## src/rtl/hazard_stall_controller.sv

```systemverilog
// hazard_stall_controller: decides per cycle whether the PC, IF/ID, ID/EX and
// EX/MEM registers load, hold or take a bubble. Handles load-use stalls, taken
// branch squashes and data-memory waits with a sticky watchdog flag.
// Optional feature macro: HAZARD_PERF_CNT_EN adds saturating event counters
// (loadStallCnt, flushCnt, memWaitCnt).
module hazard_stall_controller #(
  parameter int unsigned MEM_TIMEOUT = 255,
  parameter int unsigned CNT_W       = 16
) (
  input  logic             clk,
  input  logic             rstN,
  input  logic [4:0]       rs1_ID,
  input  logic [4:0]       rs2_ID,
  input  logic             usesRs1_ID,
  input  logic             usesRs2_ID,
  input  logic [4:0]       rd_EX,
  input  logic             memRead_EX,
  input  logic             branchTaken_EX,
  input  logic             memReq_MEM,
  input  logic             memReady_MEM,
  output logic             pcWrite,
  output logic             ifidWrite,
  output logic             ifidFlush,
  output logic             idexWrite,
  output logic             idexBubble,
  output logic             exmemHold,
  output logic             memTimeout,
  output logic [1:0]       stallState
`ifdef HAZARD_PERF_CNT_EN
  ,
  output logic [CNT_W-1:0] loadStallCnt,
  output logic [CNT_W-1:0] flushCnt,
  output logic [CNT_W-1:0] memWaitCnt
`endif
);

  typedef enum logic [1:0] {
    RUN        = 2'd0,
    LOAD_STALL = 2'd1,
    MEM_WAIT   = 2'd2
  } state_e;

  localparam logic [15:0] TIMEOUT_LIM = 16'(MEM_TIMEOUT);

  state_e      state;
  state_e      state_nxt;
  logic [15:0] wait_cnt;
  logic [15:0] wait_nxt;
  logic        load_use;
  logic        mem_wait;
  logic        rule_mem;
  logic        rule_br;
  logic        rule_lu;

  // Hazard detection and rule priority; MEM_WAIT exit cycle behaves as RUN
  always_comb begin
    load_use = memRead_EX && (rd_EX != '0) &&
               ((usesRs1_ID && (rs1_ID == rd_EX)) ||
                (usesRs2_ID && (rs2_ID == rd_EX)));
    mem_wait = memReq_MEM && !memReady_MEM;
    rule_mem = mem_wait;
    rule_br  = !mem_wait && branchTaken_EX;
    rule_lu  = !mem_wait && !branchTaken_EX && load_use && (state != LOAD_STALL);

    if (rule_mem)     state_nxt = MEM_WAIT;
    else if (rule_lu) state_nxt = LOAD_STALL;
    else              state_nxt = RUN;

    // Wait counter counts the entering cycle as 1, so it reaches MEM_TIMEOUT
    // on the edge closing the MEM_TIMEOUT-th consecutive wait cycle.
    if (state != MEM_WAIT)           wait_nxt = 16'd1;
    else if (wait_cnt < TIMEOUT_LIM) wait_nxt = wait_cnt + 16'd1;
    else                             wait_nxt = wait_cnt;
  end

  // Mealy pipeline-control outputs, forced to flush/bubble while in reset
  always_comb begin
    pcWrite    = 1'b1;
    ifidWrite  = 1'b1;
    ifidFlush  = 1'b0;
    idexWrite  = 1'b1;
    idexBubble = 1'b0;
    exmemHold  = 1'b0;
    if (!rstN) begin
      pcWrite    = 1'b0;
      ifidFlush  = 1'b1;
      idexBubble = 1'b1;
    end else if (rule_mem) begin
      pcWrite    = 1'b0;
      ifidWrite  = 1'b0;
      idexWrite  = 1'b0;
      exmemHold  = 1'b1;
    end else if (rule_br) begin
      ifidFlush  = 1'b1;
      idexBubble = 1'b1;
    end else if (rule_lu) begin
      pcWrite    = 1'b0;
      ifidWrite  = 1'b0;
      idexBubble = 1'b1;
    end
  end

  // FSM state, watchdog counter and sticky timeout flag
  always_ff @(posedge clk or negedge rstN) begin
    if (!rstN) begin
      state      <= RUN;
      wait_cnt   <= '0;
      memTimeout <= 1'b0;
    end else begin
      state <= state_nxt;
      if (mem_wait) begin
        wait_cnt <= wait_nxt;
        if (wait_nxt == TIMEOUT_LIM) memTimeout <= 1'b1;
      end else begin
        wait_cnt <= '0;
      end
    end
  end

  assign stallState = state;

`ifdef HAZARD_PERF_CNT_EN
  // Saturating event counters for load stalls, branch flushes and memory waits
  always_ff @(posedge clk or negedge rstN) begin
    if (!rstN) begin
      loadStallCnt <= '0;
      flushCnt     <= '0;
      memWaitCnt   <= '0;
    end else begin
      if (rule_lu && (loadStallCnt != '1)) loadStallCnt <= loadStallCnt + CNT_W'(1);
      if (rule_br && (flushCnt != '1))     flushCnt     <= flushCnt + CNT_W'(1);
      if (rule_mem && (memWaitCnt != '1))  memWaitCnt   <= memWaitCnt + CNT_W'(1);
    end
  end
`endif

endmodule

```

## config.mk

```make
export PLATFORM = sky130hd
export DESIGN_NAME = hazard_stall_controller
export DESIGN_NICKNAME = d
export VERILOG_FILES = /design/src/rtl/hazard_stall_controller.sv
export SDC_FILE = /design/constraint.sdc
export NUM_CORES = 1
export LEC_CHECK = 0
export CELL_PAD_IN_SITES_DETAIL_PLACEMENT = 0
export CELL_PAD_IN_SITES_GLOBAL_PLACEMENT = 2
export CORE_ASPECT_RATIO = 1.25
export CORE_UTILIZATION = 39
export CTS_CLUSTER_SIZE = 30
export DETAILED_ROUTE_END_ITERATION = 16
export DONT_BUFFER_PORTS = 1
export MAX_ROUTING_LAYER = met4
export PLACE_DENSITY = 0.85
export SETUP_SLACK_MARGIN = 0.2
export SLEW_MARGIN = 0
export SYNTH_ARGS = -nofsm -noshare
export SYNTH_HDL_FRONTEND = slang
export SYNTH_SLANG_ARGS = --single-unit
```

## constraint.sdc

```tcl
create_clock -name clk -period 6.4 [get_ports clk]
set_input_delay 0.96 -clock clk [delete_from_list [all_inputs] [get_ports clk]]
set_output_delay 0.96 -clock clk [all_outputs]
set_load 0.02 [all_outputs]
```

# Word level (Yosys, flattened, before mapping)
# Index checks and enable logic that the tools add are counted.
[classes] n_mul=0 bitwise=0 mux=21 magnitude_cmp=1 n_reduce_logical=15 eq_ne=5 n_div=0 shifts=0 add_sub_neg=1
[op_table] cell="$mux 16" n=3
[op_table] cell="$mux 1" n=17
[op_table] cell="$add 16x1->16 const B" n=1
[op_table] cell="$eq 16x8->1 const B" n=1
[op_table] cell="$lt 16x8->1 const B" n=1
[op_table] cell="$eq 5x5->1" n=2
[op_table] cell="$logic_and 1x1->1" n=9
[op_table] cell="$reduce_bool 5->1" n=1
[op_table] cell="$logic_not 1->1" n=3
[op_table] cell="$mux 2" n=1
[op_table] cell="$ne 2x1->1 const B" n=1
[op_table] cell="$ne 2x2->1 const B" n=1
[op_table] cell="$reduce_and 2->1" n=1
[op_table] cell="$logic_or 1x1->1" n=1
[totals] romBits=0 reg_bits=19 mem_count=0 elab_cells=46 out_inout_bits=9 ramBits=0 latch_bits=0

# Logic depth before layout (Yosys ltp)
[logic_depth] word_depth=10 ltp_mapped=7

# Least setup slack after synthesis
# No wires, ideal clock.
[synth_path] path_kind="input to output" from="in rd_EX[1]" to="out pcWrite" slack_ns=3.203 t_required_ns=5.440 cell_stages=5 arrival_ns=2.237 path_cell_list="or4_1 o21ai_0 a21oi_1 or2_2 nor2_1"
[synth_via] elab_chain_cells=10 elab_cells_between_ends=14
[synth_lines] item="start: declaration" line="16" text="input logic [4:0] rd_EX,"
[synth_lines] item="$eq 5x5->1, on equally long branches" line="58, 59"
[synth_lines] item="$logic_and 1x1->1, on equally long branches" line="58, 59"
[synth_lines] item="$logic_or 1x1->1" line="58" text="((usesRs1_ID && (rs1_ID == rd_EX)) ||"
[synth_lines] item="$logic_and 1x1->1 *" line="57" text="load_use = memRead_EX && (rd_EX != '0) &&"
[synth_lines] item="$logic_and 1x1->1 * (2 in series)" line="63" text="rule_lu = !mem_wait && !branchTaken_EX && load_use && (state != LOAD_STALL);"
[synth_lines] item="$mux 1 *" line="96" text="end else if (rule_lu) begin"
[synth_lines] item="$mux 1 *" line="93" text="end else if (rule_br) begin"
[synth_lines] item="$mux 1 *" line="88" text="end else if (rule_mem) begin"
[synth_lines] item="$mux 1 *" line="84" text="if (!rstN) begin"
[synth_lines] item="end: declaration" line="21" text="output logic pcWrite,"
# Mark *: on every way between the ends. The rest lies on a longest branch, timed or not.

# Worst setup path after layout
# Ends and elaborated chain as after synthesis.

==> results.json <==
{
  "vias": 801,
  "drive_above_1_share_pct": 10.5,
  "crit_fanout": 3,
  "synth_area_per_cell_um2": 9.69,
  "pwr-share-comb_pct": 7.8,
  "worstPathArrival_ns": 2.30,
  "hp-class": "in2async",
  "timing.final.crit_period_ns": 3.26,
  "clockBufferDepth": 2,
  "start_kind": "input port",
  "multiInputGateArea_um2": 597,
  "clk_latency_ns": 0.29,
  "ff2ff_setup_slack_ns": 4.21,
  "via_per_inst": 5.41,
  "die_x_um": 49.4,
  "ys_types": 33,
  "antenna_cells": 0,
  "synth_seq_cells": 19,
  "tns_ns": 0,
  "maxCapViolCount": 0,
  "synth_area_leaders": "dfrtp_1 (43%), xor2_1 (7.2%), and3_1 (4.6%), xnor2_1 (4.0%), nand2_1 (3.8%)",
  "status": "completed",
  "cts_buffers": 3,
  "h-tree-depth": 1,
  "worstPathRequired_ns": 5.44,
  "layout_common_cells": "dfrtp_1 (19), nand2_1 (11), nor2_1 (9), xor2_1 (9), and3_1 (8)",
  "final_cells": 148,
  "area.sequential_um2": 475,
  "fillerInstances": 286,
  "maxSlewViolCount": 0,
  "cts.sinks": 19,
  "drcViolationCount": 0,
  "routabilityCongestion": 0.721,
  "ir_drop_uv": 75.6,
  "cts_root_buf": "clkbuf_4",
  "place_hpwl_um": 1630,
  "cts_tree": "done",
  "worstMarginPinSlew_ns": 0.611,
  "seq_power_share_pct": 62.5,
  "switchingPower_uw": 44.1,
  "powerDensity_nw_per_um2": 169,
  "wl_um": 2050,
  "critPathCaptureType": "primary output",
  "grt_max_degree": 25,
  "synthCells": 113,
  "place_inst": 144,
  "overflow": 0,
  "cts-resized-gates": 0,
  "layout_setup_ws_ns": 3.14,
  "core-area_um2": 2680,
  "clkSlewWorstSetupHoldPaths_ns": 0.10,
  "final_common_cell": "dfrtp_1",
  "yosysWarningCount": 0,
  "p_int_uw": 151,
  "die_y_um": 61.2,
  "skew_ns": 0.00492,
  "cts_hold_buf": 0,
  "synth_top_area_share_pct": 43.4,
  "io_buffers": 0,
  "first_global_vias": 746,
  "grt_pass1_wl_um": 3390,
  "synth_area_um2": 1090,
  "ioPinCount": 32,
  "die-area_um2": 3020,
  "track_usage_pct": 15.1,
  "antenna_left": 0,
  "timing.hold.ws_ns": 0.352,
  "rows": 21,
  "synth_nets": 137,
  "area_growth_pct": 5.26,
  "rr_worst_depth": 5,
  "wl_per_cell_um": 13.9,
  "nets": 139,
  "dr.pass1.iters": 4,
  "postCtsSetupBuffers": 0,
  "r2r_end": "memTimeout",
  "start_util_pct": 40.8,
  "pre_cts_slack_ns": 3.14,
  "regToRegStartpoint": "wait_cnt[13]",
  "ys_seq_area_share_pct": 43.4,
  "antenna_found_initial": 0,
  "power_uw": 195,
  "yosys.area.top_type": "dfrtp_1",
  "p_leak_nw": 0.536,
  "crit_type": "in2out",
  "setup_viol": 0,
  "rsz0062_at_grt": "false",
  "swShare_pct": 22.6,
  "clockPowerShare_pct": 29.7,
  "finalHoldViolations": 0,
  "max_freq_mhz": 307,
  "drtIter0Drc": 15,
  "max_slew_margin_pct": 59.2,
  "period_share_pct": 50.9
}
worst max-delay path, cell delays in order:
cell,delay [ns]
or4_1,0.50
o21ai_0,0.15
a21oi_1,0.08
or2_2,0.29
nor2_1,0.32
power by group through the flow:
stage                     sequential, mW  combinational (mW)  clock (mW)
after CTS                          0.122              0.0154      0.0626
after global placement             0.124              0.0152           0
after global routing               0.122              0.0176      0.0685
final                              0.122              0.0152      0.0580
after floorplan                    0.124              0.0137           0
after detailed placement           0.124              0.0154           0
Yosys cell counts (all sizes together):
cell,count
nor4,3
nor2b,4
a21oi,4
inv,3
a311oi,1
and4,1
o21ai,4
clkbuf,3
xnor2,5
or4,4
and2,1
mux2i,4
and3,9
o2111ai,1
o2111a,1
nand2b,3
nor4b,2
ha,1
or2,2
xor2,9
nand2,11
nand3,6
dfrtp,19
nor3,2
nor2,9
a31o,1
area by class of cell:
type | count | area share, %
inverters | 3 | 0.977
well taps | 34 | 3.69
clock buffers | 4 | 2.28
flip-flops and latches | 19 | 41.3
multi-input cells | 88 | 51.8
worst max path at each step:
stage / start / to / slack [ns] / cells after the start
6_report: rd_EX[1] / pcWrite / 3.14 / 5
2_1_floorplan: rd_EX[1] / pcWrite / 3.20 / 5
4_1_cts: rd_EX[1] / pcWrite / 3.14 / 5
3_5_place_dp: rd_EX[1] / pcWrite / 3.14 / 5
3_3_place_gp: rd_EX[1] / pcWrite / 3.14 / 5
5_1_grt: memReady_MEM / pcWrite / 3.05 / 7
metrics by stage:
step,utilization [%],cell area [um2]
5_1_grt,43.0,1150
6_report,43.0,1150
3_5_place_dp,42.0,1130
2_1_floorplan,-,1090
4_1_cts,43.0,1150
3_3_place_gp,42.0,1130
sequential cells by signal (all words and copies together) (netlist names):
name        count
memTimeout      1
stallState      2
wait_cnt       16
cell families after synthesis:
| family | synth area share, % |
|---|---|
| AND/OR/NAND/NOR | 31.1 |
| AO/OA/AOI/OAI | 7.43 |
| adder cells (fa/ha/maj) | 1.14 |
| flip-flops | 43.4 |
| buffers and inverters | 2.06 |
| XOR/XNOR | 11.2 |
| multiplexers | 3.66 |
metal layers:
metal  up-vias  GRT usage (%)  share of wire [%]
met2        23           22.7                 50
met1       377           19.8                 46
met3         0           4.20                3.9
met5         -              -                  0
met4         0           4.90                  0
li1        401              -                  -
(Power assumes the default switching activity.)
==> RTL edit, RTL diff (same flow settings) <==
Put one more register stage on the output `memTimeout`, with the module's reset. The value now appears one clock later. The other outputs are not delayed to match.
--- a/src/rtl/hazard_stall_controller.sv
+++ b/src/rtl/hazard_stall_controller.sv
@@ -43,2 +43,4 @@
   localparam logic [15:0] TIMEOUT_LIM = 16'(MEM_TIMEOUT);
+
+  logic memTimeout_s0;
 
@@ -107,3 +109,3 @@
       wait_cnt   <= '0;
-      memTimeout <= 1'b0;
+      memTimeout_s0 <= 1'b0;
     end else begin
@@ -112,3 +114,3 @@
         wait_cnt <= wait_nxt;
-        if (wait_nxt == TIMEOUT_LIM) memTimeout <= 1'b1;
+        if (wait_nxt == TIMEOUT_LIM) memTimeout_s0 <= 1'b1;
       end else begin
@@ -136,2 +138,10 @@
 
+  always_ff @(posedge clk or negedge rstN) begin
+    if (!rstN) begin
+      memTimeout <= '0;
+    end else begin
+      memTimeout <= memTimeout_s0;
+    end
+  end
+
 endmodule
Check against the original RTL: same outputs for any inputs over 10 cycles, from zero or initial values and one cycle with rstN low; that may be too few to reach the edited logic, so the function may still have changed.
==> RTL edit against the original RTL <==
Routed wire length is 1.6% lower; sequential cell count is 1 higher; synthesized cell count is 0.88% higher; global-route usage is 0.73 points lower; total power is 9.7% higher; final area is 3.0% higher; worst hold slack worse by 0.0089 ns; synthesized area is 2.3% higher; setup slack better by 0.010 ns; critical path type unchanged; final cell count is 0.68% higher.
==> RTL edit: results (changes against the original RTL) <==
PD cells=180 mW/mm^2 (+6.5%); post-CTS setup buffers=0 (unchanged); Peak VDD IR=0.000116 V (+54%); vias in the first global route=750 (+0.54%); total routed wirelength=2.02 mm (-1.6%); P_leak=0.556 nW (+3.7%); Sw Pwr=0.0000464 W (+5.1%); largest cells by area after synthesis=dfrtp_1, xor2_1, and3_1; Root Buffer=clkbuf_4; Diodes inserted=0 (unchanged); GP Congestion=0.744 (+3.2%); clk_skew=0.00967 ns (+0.00475 ns); placed insts=145 (+0.69%); Vias/cell=5.55 (+2.6%); nets=140 (+0.72%); initial antenna violation count=0 (unchanged); Fillers=273 (-4.5%); Post-Place Cell Area=0.00115 mm^2 (+2.2%); first-pass GRT wire length=3.24 mm (-4.3%); share of cells above drive strength 1=0.113 (+0.00778); 1st-iter DRT viols=17 (+2); largest net degree at the start of global routing=26 (+4.0%); dpl hpwl=1.61 mm (-1.7%); power in sequential cells=0.000128 W (+5%); Synth top cells by count=dfrtp_1, nand2_1, nor2_1, xor2_1, and3_1; Clock Path Buffers=2 (unchanged); Syn Area/Cell=9.82 um^2 (+1.4%); register area share after synthesis=0.447 (+0.0126); Biggest register=wait_cnt; total number of vias=827 (+3.2%); slew margin rel.=0.594 (+0.00273); outcome=finished, final reports clean; max-cap violation count=0 (unchanged); Tot GR Track Use=0.144 (-0.00734); clock group share of total power=0.331 (+0.034); Num CTS Buffers=3 (unchanged)
RTL edit: final timing paths:
kind                                from       endpoint  slack (ns)  cells after the start
max                             rd_EX[1]        pcWrite        3.15                      5
min reg2reg                memTimeout_s0     memTimeout        0.40                      0
max in group asynchronous           rstN    wait_cnt[3]        5.98                      0
min in group clk           memTimeout_s0     memTimeout        0.40                      0
max reg2reg                 wait_cnt[13]  memTimeout_s0        4.16                      5
min                                 rstN   wait_cnt[12]        0.34                      0
RTL edit: cell type report:
type | instances | area share
Sequential cell | 20 | 0.421
Tap cell | 34 | 0.0358
Multi-Input combinational cell | 88 | 0.503
Inverter | 3 | 0.00948
Clock buffer | 4 | 0.0306
RTL edit: routing by layer:
layer / GRT usage / vias up / share of wire
met1: 0.171 / 395 / 0.42
met2: 0.251 / 28 / 0.52
met3: 0.0146 / 2 / 0.053
met4: 0.0612 / 0 / 0.0045
li1: - / 402 / -
met5: - / - / 0
RTL edit: stage by stage:
step                      utilization  worst slack [ns]
after floorplan                     -              3.20
after global placement          0.425              3.15
after detailed placement        0.425              3.13
after CTS                       0.439              3.14
after global routing            0.439              3.08
final                           0.439              3.15
RTL edit: worst max-delay path, cell delays in order:
cell     delay (ns)
or4_1          0.49
o21ai_0        0.15
a21oi_1        0.08
or2_2          0.29
nor2_1         0.31
RTL edit: kinds of logic after synthesis:
kind of cell	count (synthesis)	share of synthesized area
AO/OA/AOI/OAI	12	0.0726
XOR/XNOR	14	0.109
adder cells (fa/ha/maj)	1	0.0112
buffers and inverters	6	0.0201
flip-flops	20	0.447
multiplexers	4	0.0358
AND/OR/NAND/NOR	57	0.304
